$ cat src/rtl/mem_port_arbiter.sv
// Arbitrates the byte-wide single-port data RAM between the CPU Memory stage and the VGA pixel reader.
// Latency: byte load done at N+2, halfword load N+3, byte store N+1, halfword store N+2; VGA pixel at N+2.
// Backpressure: CPU held by cpu_stall until cpu_done; VGA holds vga_req until vga_gnt (starvation-bounded).
module mem_port_arbiter #(
    parameter int ADDR_W     = 19,
    parameter int VGA_STREAK = 4
) (
    input  logic              clk,
    input  logic              reset,
    input  logic              cpu_req,
    input  logic              cpu_we,
    input  logic              cpu_cant_byte,
    input  logic [ADDR_W-1:0] cpu_addr,
    input  logic [15:0]       cpu_wdata,
    output logic [18:0]       cpu_rdata,
    output logic              cpu_done,
    output logic              cpu_stall,
    input  logic              vga_req,
    input  logic [ADDR_W-1:0] vga_addr,
    output logic              vga_gnt,
    output logic [7:0]        vga_pixel,
    output logic              vga_valid,
    output logic [ADDR_W-1:0] ram_addr,
    output logic [7:0]        ram_wdata,
    output logic              ram_we,
    input  logic [7:0]        ram_rdata
);

    localparam int CNT_W = $clog2(VGA_STREAK + 1);

    typedef enum logic [1:0] {
        IDLE,
        CPU_HI,
        CPU_RET,
        CPU_WB
    } state_t;

    state_t            state;
    state_t            state_nxt;
    logic [CNT_W-1:0]  streak;
    logic              streak_full;
    logic              cpu_gnt;

    // Transaction context latched at the CPU grant, used by the second slot and the return stage.
    logic              txn_we;
    logic              txn_byte;
    logic [ADDR_W-1:0] txn_addr_hi;
    logic [7:0]        txn_wdata_hi;
    logic [7:0]        lo_byte;
    logic              vga_rd_pend;

    assign streak_full = (streak == CNT_W'(VGA_STREAK));

    always_comb begin
        state_nxt = state;
        cpu_gnt   = 1'b0;
        vga_gnt   = 1'b0;
        ram_addr  = '0;
        ram_we    = 1'b0;
        ram_wdata = 8'h00;
        if (!reset) begin
            case (state)
                IDLE: begin
                    cpu_gnt = cpu_req & (~vga_req | streak_full);
                    vga_gnt = vga_req & ~cpu_gnt;
                    if (cpu_gnt) begin
                        ram_addr  = cpu_addr;
                        ram_we    = cpu_we;
                        ram_wdata = cpu_we ? cpu_wdata[7:0] : 8'h00;
                        if (!cpu_cant_byte) begin
                            state_nxt = CPU_HI;
                        end else begin
                            state_nxt = cpu_we ? CPU_WB : CPU_RET;
                        end
                    end
                end
                CPU_HI: begin
                    // Second byte of a halfword owns the slot outright.
                    ram_addr  = txn_addr_hi;
                    ram_we    = txn_we;
                    ram_wdata = txn_we ? txn_wdata_hi : 8'h00;
                    state_nxt = txn_we ? CPU_WB : CPU_RET;
                end
                CPU_RET: begin
                    vga_gnt   = vga_req;
                    state_nxt = CPU_WB;
                end
                CPU_WB: begin
                    vga_gnt   = vga_req;
                    state_nxt = IDLE;
                end
                default: state_nxt = IDLE;
            endcase
            if (vga_gnt) begin
                ram_addr = vga_addr;
            end
        end
    end

    always_ff @(posedge clk) begin
        if (reset) begin
            state <= IDLE;
        end else begin
            state <= state_nxt;
        end
    end

    // Streak counts VGA wins only while the CPU is actually waiting in IDLE.
    always_ff @(posedge clk) begin
        if (reset) begin
            streak <= '0;
        end else if (cpu_gnt || !cpu_req) begin
            streak <= '0;
        end else if (state == IDLE && vga_gnt && !streak_full) begin
            streak <= streak + CNT_W'(1);
        end
    end

    always_ff @(posedge clk) begin
        if (reset) begin
            txn_we       <= 1'b0;
            txn_byte     <= 1'b0;
            txn_addr_hi  <= '0;
            txn_wdata_hi <= 8'h00;
        end else if (cpu_gnt) begin
            txn_we       <= cpu_we;
            txn_byte     <= cpu_cant_byte;
            txn_addr_hi  <= cpu_addr + ADDR_W'(1);
            txn_wdata_hi <= cpu_wdata[15:8];
        end
    end

    // The RAM returns the low byte while the high-byte address is being presented.
    always_ff @(posedge clk) begin
        if (reset) begin
            lo_byte   <= 8'h00;
            cpu_rdata <= '0;
        end else begin
            if (state == CPU_HI && !txn_we) begin
                lo_byte <= ram_rdata;
            end
            if (state == CPU_RET) begin
                cpu_rdata <= txn_byte ? 19'(ram_rdata) : 19'({ram_rdata, lo_byte});
            end
        end
    end

    always_ff @(posedge clk) begin
        if (reset) begin
            vga_rd_pend <= 1'b0;
            vga_valid   <= 1'b0;
            vga_pixel   <= 8'h00;
        end else begin
            vga_rd_pend <= vga_gnt;
            vga_valid   <= vga_rd_pend;
            if (vga_rd_pend) begin
                vga_pixel <= ram_rdata;
            end
        end
    end

    assign cpu_done  = ~reset & (state == CPU_WB);
    assign cpu_stall = ~reset & cpu_req & ~cpu_done;

endmodule

$ cat config.mk
export PLATFORM = sky130hd
export DESIGN_NAME = mem_port_arbiter
export DESIGN_NICKNAME = d
export VERILOG_FILES = /design/src/rtl/mem_port_arbiter.sv
export SDC_FILE = /design/constraint.sdc
export NUM_CORES = 1
export LEC_CHECK = 0
export CORE_MARGIN = 4
export CORE_UTILIZATION = 40
export CTS_BUF_LIST = sky130_fd_sc_hd__clkbuf_4
export DETAILED_ROUTE_END_ITERATION = 10
export HOLD_SLACK_MARGIN = 0.15
export PLACE_DENSITY = 0.84
export SKIP_CTS_REPAIR_TIMING = 1
export SYNTH_ARGS = -nofsm -noshare
export SYNTH_HDL_FRONTEND = slang
export SYNTH_SLANG_ARGS = --single-unit
$ cat constraint.sdc
create_clock -name clk -period 2.1 [get_ports clk]
set_input_delay 0.21 -clock clk [delete_from_list [all_inputs] [get_ports clk]]
set_output_delay 0.21 -clock clk [all_outputs]
set_load 0.02 [all_outputs]
==> flow_summary.yaml <==
pwr:
  p_leak_nw: 2.15
  post_route_total_power_mw: 5.71
  vdd.ir_drop.worst_uv: 417
  power-per-cell-area_nw_per_um2: 1000
drt:
  met2WireLength_mm: 6.11
  drt_first_iter_violations: 222
  avgViaCountPerCell: 5.60
  route.detailed.wl_per_inst_um: 17.8
  via_count: 3825
  ant_nets: 0
  wl_met1_mm: 5.03
  wl_met3_um: 694
  detailedRoute.firstPassIterationCount: 5
  drt_wl_total_mm: 12.1
  route.top_layer_used: "met4"
  drc: 0
worst_setup_path:
  crit_path_class: "reg -> out"
  path_max_fanout: 8
  setup.worst_path.start_class: "register"
  endpoint_kind: "output port"
  number_of_cell_instances_on_the_worst_register_to_register_path: 10
  data_arrival_time_of_the_critical_path_ps: 2260
  required_ps: 1890
cts:
  clkLatencyLatePin_ps: 400
  clk_pin_slew_worst_paths_ps: 120
  tritoncts_clock_tree: "done"
  cts.htree.levels: 3
  cts_root_buf: "sky130_fd_sc_hd__clkbuf_4"
  cts.sinks: 68
  clock_tree.buffer_depth: 2
  cts_made_buffers: 9
floorplan:
  initial_utilization_pct: 41.4
  die_x_um: 103
  fp.dieArea_um2: 10700
  core_area_um2: 8760
  pin_count: 127
  die_height_um: 103
  num_rows: 34
place:
  routabilityCongestion: 0.880
  post-dp-hpwl_mm: 8.15
  worst_setup_slack_post_dpl_ps: -513
  io_buffers: 123
yosys:
  synth_top_cells_by_count: "sky130_fd_sc_hd__dfxtp_1 (68), sky130_fd_sc_hd__nor2_1 (56), sky130_fd_sc_hd__nand2_1 (30)"
  yosys.area.top_type: "sky130_fd_sc_hd__dfxtp_1"
  synth_seq_area_share_pct: 37.5
  synth_top_flop_cell: "sky130_fd_sc_hd__dfxtp_1"
  netlist_area_um2: 3630
  synth.top_cell.area_share_pct: 37.5
  yosysMostFrequentCell: "sky130_fd_sc_hd__dfxtp_1"
  synthCells: 422
  ys_ff_latch: 68
  synth_cell_types: 46
  synth_area_leaders: "sky130_fd_sc_hd__dfxtp_1 (37%), sky130_fd_sc_hd__mux2i_1 (6.9%), sky130_fd_sc_hd__nor2_1 (5.8%)"
  synth_enable_flop_cells: 0
  synth_async_sr_flop_share_pct: 0
  synth_area_per_cell_um2: 8.61
  yosysWarnings: 0
layout:
  finish.net_count: 647
  layout_cells_sized_above_1_pct: 24.2
  utilization_pct: 64.9
  antenna-diode-count: 0
  num-fill-cells: 663
  area_growth_pct: 56.6
timing:
  report.final.slew_viol_count: 0
  setup_repair_after_global_routing_missed_its_margin: "true"
  final.setup.worst_slack_ps: -367
  final.setup_skew_ps: 16.0
  setup_violations: 29
  time_the_worst_path_needs_with_i_o_delays_and_setup_ps: 2470
  final_hold_viol_count: 0
  max_slew_margin_pct: 51.5
  fmaxAchievable_mhz: 405
  worstMarginPinSlew_ps: 727
  min_period_over_period_pct: 117
grt:
  overflow: 0
  grt_max_degree: 50
  grt_pass1_vias: 3737
  antenna_found_initial: 0
  track_usage_pct: 20.8
  wire_length_of_the_first_global_routing_pass_mm: 17.7
status:
  status: "finished with violations"
  violations: "setup timing"
flow_run:
  drv.max_cap_violation_count: 0
worst_hold_path:
  whs_path_cells: 3
  hold_path.class: "in -> reg"
## stage by stage
stage               instances  hold slack [ps]  TNS [ps]  area (µm²)
detailed placement        656              452    -11820        5160
CTS                       671              272    -23200        5340
global route              683              325     -9760        5690
finish                    683              330     -7590        5690
floorplan                 424              306     -55.8        3640
global placement          656              446    -10860        5160
## logic make-up (layout without fill, tap and decap cells)
logic type / Yosys count / in the layout / share of synthesized area [%]
AOI/OAI and AO/OA: 101 / 101 / 22.1
xor gates and xnor gates: 15 / 15 / 3.62
adders and majority gates: 8 / 8 / 2.76
buffers and inverters: 49 / 200 / 6.37
DFF: 68 / 68 / 37.5
muxes: 25 / 25 / 6.89
other: 1 / 3 / 0.103
and+or+nand+nor: 155 / 155 / 20.7
## registers in the layout (all words and copies together), names as in the netlist
register      flops
cpu_rdata        16
lo_byte           8
state             2
streak            3
txn_addr_hi      19
txn_byte          1
txn_wdata_hi      8
txn_we            1
vga_pixel         8
vga_rd_pend       1
vga_valid         1
## worst paths after layout
check | startpoint | to | slack [ps]
max | state[1]$_SDFFE_PP0P_ | ram_addr[1] | -370
min | reset | vga_valid$_SDFF_PP0_ | 330
min reg2reg | cpu_rdata[11]$_SDFFE_PP0N_ | cpu_rdata[11]$_SDFFE_PP0N_ | 480
max reg2reg | streak[0]$_SDFFE_PP0P_ | txn_wdata_hi[1]$_SDFFE_PP0P_ | 230
## per-layer routing
metal	vias to the layer above	global-route usage, %
met2	151	36.0
li1	1818	-
met1	1828	26.0
met3	28	3.29
met4	0	7.57
met5	-	0
## cells in the final DEF, fill, tap and decap left out, types with 4 or more instances in the layout
| cell | count |
|---|---|
| sky130_fd_sc_hd__a211oi_1 | 25 |
| sky130_fd_sc_hd__a21oi_1 | 20 |
| sky130_fd_sc_hd__a22oi_1 | 17 |
| sky130_fd_sc_hd__a32oi_2 | 5 |
| sky130_fd_sc_hd__buf_12 | 5 |
| sky130_fd_sc_hd__buf_2 | 4 |
| sky130_fd_sc_hd__buf_4 | 52 |
| sky130_fd_sc_hd__buf_6 | 17 |
| sky130_fd_sc_hd__clkbuf_16 | 4 |
| sky130_fd_sc_hd__clkbuf_4 | 9 |
| sky130_fd_sc_hd__clkdlybuf4s50_1 | 91 |
| sky130_fd_sc_hd__dfxtp_1 | 64 |
| sky130_fd_sc_hd__ha_1 | 6 |
| sky130_fd_sc_hd__inv_1 | 5 |
| sky130_fd_sc_hd__inv_2 | 4 |
| sky130_fd_sc_hd__mux2i_1 | 25 |
| sky130_fd_sc_hd__nand2_1 | 30 |
| sky130_fd_sc_hd__nand2b_1 | 10 |
| sky130_fd_sc_hd__nand3_1 | 12 |
| sky130_fd_sc_hd__nand3b_1 | 8 |
| sky130_fd_sc_hd__nand4_1 | 6 |
| sky130_fd_sc_hd__nor2_1 | 55 |
| sky130_fd_sc_hd__nor3_1 | 11 |
| sky130_fd_sc_hd__nor4_1 | 8 |
| sky130_fd_sc_hd__o2bb2ai_2 | 14 |
| sky130_fd_sc_hd__xnor2_1 | 13 |
## layout make-up
cell class	instances	area [µm²]	share of cell area, %
multi-input cells	307	2230	39.2
repair buffers	176	1740	30.6
flip-flops and latches	68	1370	24.1
well taps	108	135	2.38
clock inverters	6	111	1.96
clock buffers	9	67.6	1.19
inverters	9	33.8	0.594
## worst max-delay path, stage by stage (launching register included)
cell,delay [ps]
sky130_fd_sc_hd__dfxtp_2,360
sky130_fd_sc_hd__buf_4,140
sky130_fd_sc_hd__ha_1,200
sky130_fd_sc_hd__a211o_1,300
sky130_fd_sc_hd__a211o_4,390
sky130_fd_sc_hd__clkbuf_16,180
sky130_fd_sc_hd__o2bb2ai_2,160
sky130_fd_sc_hd__buf_6,150
## power breakdown
part | total [mW] | internal [mW] | switching, mW
clock | 1.09 | 0.602 | 0.491
combinational | 2.86 | 1.42 | 1.44
sequential | 1.76 | 1.56 | 0.200
total | 5.71 | 3.58 | 2.13
(Power assumes the default switching activity.)
